[src/rtl/mem_stage_if.sv]
// mem_stage_if: EX->MEM input, SRAM read data and MEM->WB/forwarding output buses
interface mem_stage_if;
  logic [5:0]   stall;
  logic [151:0] ex_to_mem_bus;
  logic [31:0]  data_sram_rdata;
  logic [135:0] mem_to_wb_bus;
  logic [37:0]  mem_to_rf_bus;
  logic [65:0]  mem_to_hilo_bus;
  logic         mem_is_load;
  modport master (
    output stall, ex_to_mem_bus, data_sram_rdata,
    input  mem_to_wb_bus, mem_to_rf_bus, mem_to_hilo_bus, mem_is_load
  );
  modport slave (
    input  stall, ex_to_mem_bus, data_sram_rdata,
    output mem_to_wb_bus, mem_to_rf_bus, mem_to_hilo_bus, mem_is_load
  );
endinterface

[src/rtl/mem_stage.sv]
// mem_stage: MEM pipeline register, load-data capture/alignment and WB/forwarding buses
module mem_stage (
  input logic        clk,
  input logic        rst,
  mem_stage_if.slave m
);
  logic [151:0] bus_r;
  logic         fresh;
  logic [31:0]  rdata_hold;
  always_ff @(posedge clk or posedge rst) begin
    if (rst) begin
      bus_r      <= '0;
      fresh      <= 1'b0;
      rdata_hold <= '0;
    end else begin
      bus_r <= !m.stall[3] ? m.ex_to_mem_bus : !m.stall[4] ? '0 : bus_r;
      fresh <= !m.stall[3];
      if (fresh) rdata_hold <= m.data_sram_rdata;
    end
  end
  logic [31:0] pc, ex_result, hi_i, lo_i;
  logic        sel_rf_res, rf_we, w_hi_we, w_lo_we;
  logic [4:0]  rf_waddr;
  logic [5:0]  opcode;
  logic [3:0]  sel;
  assign pc         = bus_r[151:120];
  assign sel_rf_res = bus_r[114];
  assign rf_we      = bus_r[113];
  assign rf_waddr   = bus_r[112:108];
  assign ex_result  = bus_r[107:76];
  assign w_hi_we    = bus_r[75];
  assign w_lo_we    = bus_r[74];
  assign hi_i       = bus_r[73:42];
  assign lo_i       = bus_r[41:10];
  assign opcode     = bus_r[9:4];
  assign sel        = bus_r[3:0];
  logic unused_ok;
  assign unused_ok = ^{bus_r[119:115], m.stall[5], m.stall[2:0]};
  logic is_lw, is_lb, is_lbu, is_lh, is_lhu, is_load;
  assign is_lw   = opcode == 6'b100011;
  assign is_lb   = opcode == 6'b100000;
  assign is_lbu  = opcode == 6'b100100;
  assign is_lh   = opcode == 6'b100001;
  assign is_lhu  = opcode == 6'b100101;
  assign is_load = is_lw | is_lb | is_lbu | is_lh | is_lhu;
  // SRAM data is only live on the first cycle in the stage; after that use the captured copy
  logic [31:0] load_word, load_data, rf_wdata;
  logic [7:0]  byte_v;
  logic [15:0] half_v;
  logic        byte_ok, half_ok;
  always_comb begin
    load_word = fresh ? m.data_sram_rdata : rdata_hold;
    byte_v    = sel == 4'b0001 ? load_word[7:0]   :
                sel == 4'b0010 ? load_word[15:8]  :
                sel == 4'b0100 ? load_word[23:16] : load_word[31:24];
    byte_ok   = sel == 4'b0001 || sel == 4'b0010 || sel == 4'b0100 || sel == 4'b1000;
    half_v    = sel == 4'b0011 ? load_word[15:0] : load_word[31:16];
    half_ok   = sel == 4'b0011 || sel == 4'b1100;
    load_data = is_lw                          ? load_word :
                (is_lb | is_lbu) && byte_ok    ? {{24{is_lb & byte_v[7]}}, byte_v} :
                (is_lh | is_lhu) && half_ok    ? {{16{is_lh & half_v[15]}}, half_v} : '0;
    rf_wdata  = (sel_rf_res & is_load) ? load_data : ex_result;
  end
  assign m.mem_to_wb_bus   = {pc, rf_we, rf_waddr, rf_wdata, w_hi_we, w_lo_we, hi_i, lo_i};
  assign m.mem_to_rf_bus   = {rf_we, rf_waddr, rf_wdata};
  assign m.mem_to_hilo_bus = {w_hi_we, w_lo_we, hi_i, lo_i};
  assign m.mem_is_load     = is_load;
endmodule
[src/flat_wrapper.sv]
// flat-port wrapper written by rule: the top's interface ports become plain ports
module mem_stage_flat 
  (clk, rst, m_stall, m_ex_to_mem_bus, m_data_sram_rdata, m_mem_to_wb_bus, m_mem_to_rf_bus, m_mem_to_hilo_bus, m_mem_is_load);
  mem_stage_if m_i ();
  input logic clk;
  input logic rst;
  input wire logic [$bits(m_i.stall)-1:0] m_stall;
  input wire logic [$bits(m_i.ex_to_mem_bus)-1:0] m_ex_to_mem_bus;
  input wire logic [$bits(m_i.data_sram_rdata)-1:0] m_data_sram_rdata;
  output wire logic [$bits(m_i.mem_to_wb_bus)-1:0] m_mem_to_wb_bus;
  output wire logic [$bits(m_i.mem_to_rf_bus)-1:0] m_mem_to_rf_bus;
  output wire logic [$bits(m_i.mem_to_hilo_bus)-1:0] m_mem_to_hilo_bus;
  output wire logic [$bits(m_i.mem_is_load)-1:0] m_mem_is_load;
  assign m_i.stall = m_stall;
  assign m_i.ex_to_mem_bus = m_ex_to_mem_bus;
  assign m_i.data_sram_rdata = m_data_sram_rdata;
  assign m_mem_to_wb_bus = m_i.mem_to_wb_bus;
  assign m_mem_to_rf_bus = m_i.mem_to_rf_bus;
  assign m_mem_to_hilo_bus = m_i.mem_to_hilo_bus;
  assign m_mem_is_load = m_i.mem_is_load;
  mem_stage u_core (.clk(clk), .rst(rst), .m(m_i));
endmodule
[config.mk]
export PLATFORM = sky130hd
export DESIGN_NAME = mem_stage_flat
export DESIGN_NICKNAME = d
export VERILOG_FILES = /design/src/rtl/mem_stage_if.sv /design/src/rtl/mem_stage.sv /design/src/flat_wrapper.sv
export SDC_FILE = /design/constraint.sdc
export NUM_CORES = 1
export LEC_CHECK = 0
export ABC_CLOCK_PERIOD_IN_PS = 5600
export CORE_AREA = 2 2 167 169
export DETAILED_ROUTE_END_ITERATION = 7
export DIE_AREA = 0 0 169 171
export PLACE_DENSITY = 0.76
export SYNTH_ARGS = -nofsm -noshare
export SYNTH_HDL_FRONTEND = slang
export SYNTH_SLANG_ARGS = --single-unit
[constraint.sdc]
create_clock -name clk -period 5.6 [get_ports clk]
set_input_delay 0.56 -clock clk [delete_from_list [all_inputs] [get_ports clk]]
set_output_delay 0.56 -clock clk [all_outputs]
set_load 0.005 [all_outputs]
==> flow_summary.toml <==
[worst_setup_path]
start_kind = "flop"
path_cells = "and4bb_2 -> o211ai_4 -> a211oi_1 -> a311oi_1 -> a311oi_1 -> clkdlybuf4s50_1"
critPathLaunch = "u_core.bus_r[3]$_DFFE_PP0P_"
r2r_end = "u_core.rdata_hold[13]$_DFF_PP0_"
worst_ep_arrival_time_ns = 3.77
path_class = "flop to output port"
worstSetupEndpointType = "output port"
slowest_delay_ns = 0.86
rr_startpoint = "u_core.fresh$_DFF_PP0_"
path_common_cell = "a311oi_1"
required_ns = 5.04
path_max_fanout = 32
crit_end = "m_mem_to_wb_bus[69]"
critPathSlowestCell = "and4bb_2"
rrSetupSlack_ns = 3.69
ff2ff_path_depth = 3

[clocking]
htree_levels = 4
cts_hold_buf = 0
insertion_delay_ns = 0.43
cts_setup_buffers = 0
cts_buffer_depth = 2
cts-root-buf = "clkbuf_16"
cts_tree = "yes"
cts_resized = 0
numCtsBuffers = 17
clk_pin_slew_ns = 0.07
clock_sinks = 180

[routing]
wl_um = 30600
dr.pass1.iters = 5
vias = 7895
ant_nets = 0
post-route-drc-count = 0
wire_per_inst_um = 19.5
drt_iter0_markers = 596
via_per_inst = 5.03

[synth]
ys_types = 41
synth_area_sq_mm = 0.00987
yosys.area.top_type = "dfrtp_1"
avgSynthCellArea_sq_um = 9.50
synth_edf_count = 0
ys_top_cells_by_area = "dfrtp_1 46%, buf_4 16%, nand3_1 6.4%"
synth_seq_area_share_pct = 45.6
syn_nets = 1231
ys_async_sr_fraction_pct = 100
synth_seq_cells = 180
synthCells = 1039
ys.flop_type = "dfrtp_1"
synth_warnings = 0
synth_top_area_share_pct = 45.6

[layout]
final_common_cell = "clkdlybuf4s50_1"
mostFrequentLayoutCells = "421 x clkdlybuf4s50_1, 180 x dfrtp_1, 126 x nand3_1"
layout-drive-gt1-share_pct = 6.45
area_growth_pct = 35.8
layout.nets = 1403

[sta]
fin_crit_sh_pct = 77.4
rsz0062_at_grt = "no"
max_freq_ghz = 0.231
tightest_slew_ns = 1.25
period_needed_ns = 4.33
setup-violations-final = 0
setup_tns_ns = 0
setup_ws_ns = 1.27
drv_slew = 0
skew_ns = 0.00618
max-slew-margin-rel_pct = 16.7
hold_viol = 0

[global_route]
grt_usage_pct = 20.6
antenna_found_initial = 2
grt_pass1_vias = 7574
overflow = 0
grt_max_degree = 143
grt_pass1_wl_um = 45300

[floorplanning]
start_util_pct = 36.1
die_h_um = 171
die_w_um = 169
dieArea_sq_mm = 0.0289
core.rowCount = 61
io_pins = 433
core_area_sq_mm = 0.0273

[outcome]
status = "finished, final reports clean"

[power_and_ir_drop]
p_leak_nw = 5.63
powerDensity_mw_per_mm2 = 268
vdd_drop_max_mv = 0.135

[placement]
io_buffer_count = 423
post-place-ws_ns = 1.68
dpl.hpwl_um = 22500
place_congestion = 0.864

[hold_path]
hold_path_class = "flop to flop"

[flow_run]
cap_violations = 0
-- synth_stat cells (3+ instances only) --
| cell type | n |
|---|---|
| a211o_1 | 10 |
| a211oi_1 | 4 |
| a21oi_1 | 20 |
| a22o_1 | 65 |
| a311oi_1 | 6 |
| a31oi_1 | 11 |
| buf_1 | 4 |
| buf_2 | 10 |
| buf_4 | 214 |
| buf_6 | 3 |
| clkbuf_1 | 50 |
| dfrtp_1 | 180 |
| inv_1 | 101 |
| mux2_2 | 18 |
| mux2i_1 | 23 |
| nand2_1 | 14 |
| nand3_1 | 126 |
| nor2_1 | 21 |
| nor3_1 | 5 |
| nor4b_4 | 3 |
| o211ai_1 | 5 |
| o21ai_0 | 122 |
-- cells by family after synthesis --
logic type / count (synthesis) / synth area share [%]
compound gates: 250 / 16.8
xor+xnor: 2 / 0.177
buf+inv: 383 / 23.1
flops: 180 / 45.6
mux: 41 / 4.38
simple gates: 183 / 9.93
-- per-stage QoR --
step	hold WS [ns]	power [mW]	instances	util (%)	instance area, sq um
2_1_floorplan	0.463	1.90	1039	-	9870
3_5_place_dp	0.484	2.25	1538	46.6	12700
3_3_place_gp	0.479	2.24	1538	46.6	12700
6_report	0.495	3.59	1571	49.1	13400
4_1_cts	0.502	3.63	1570	49.1	13400
5_1_grt	0.507	3.74	1571	49.1	13400
-- routing by layer --
layer / share of wire (%) / global-route usage, %
met5: 0.052 / 0
met4: 3.2 / 8.36
met3: 8.2 / 6.34
met2: 50 / 35.5
met1: 38 / 23.9
-- how the worst min path moves through the flow --
| stage | slack, ns | startpoint | end | cells after the start |
|---|---|---|---|---|
| after floorplan | 0.46 | u_core.bus_r[100]$_DFFE_PP0P_ | u_core.bus_r[100]$_DFFE_PP0P_ | 2 |
| after detailed placement | 0.48 | u_core.bus_r[145]$_DFFE_PP0P_ | u_core.bus_r[145]$_DFFE_PP0P_ | 1 |
| final | 0.50 | u_core.bus_r[137]$_DFFE_PP0P_ | u_core.bus_r[137]$_DFFE_PP0P_ | 1 |
| after global placement | 0.48 | u_core.bus_r[149]$_DFFE_PP0P_ | u_core.bus_r[149]$_DFFE_PP0P_ | 1 |
| after CTS | 0.50 | u_core.bus_r[145]$_DFFE_PP0P_ | u_core.bus_r[145]$_DFFE_PP0P_ | 1 |
| after global routing | 0.51 | u_core.bus_r[137]$_DFFE_PP0P_ | u_core.bus_r[137]$_DFFE_PP0P_ | 1 |
-- critical path, delay by kind of cell, from the launching register on --
family,cells,cell delay (ns)
buffers and inverters,1,0.63
flip-flops,1,0.54
AND/OR/NAND/NOR,1,0.86
AO/OA/AOI/OAI,4,1.32
-- final cells by class --
class / instances / area, sq um
inverter: 102 / 393
timing repair buffer: 434 / 4310
fill: 2538 / 13900
clock inverter: 15 / 238
antenna: 1 / 2.50
sequential: 180 / 4500
multi-input combinational: 476 / 3100
tap: 346 / 433
clock buffer: 17 / 425
-- sequential cells by signal (all words and copies together) (netlist names) --
name and flops:
u_core.fresh 1, u_core.rdata_hold 32, u_core.bus_r 147
-- report_power, final --
part / total (mW) / switching, mW / internal [mW]
logic: 0.741 / 0.304 / 0.437
clock network: 1.37 / 0.566 / 0.807
registers: 1.48 / 0.0815 / 1.40
(Power assumes the default switching activity.)
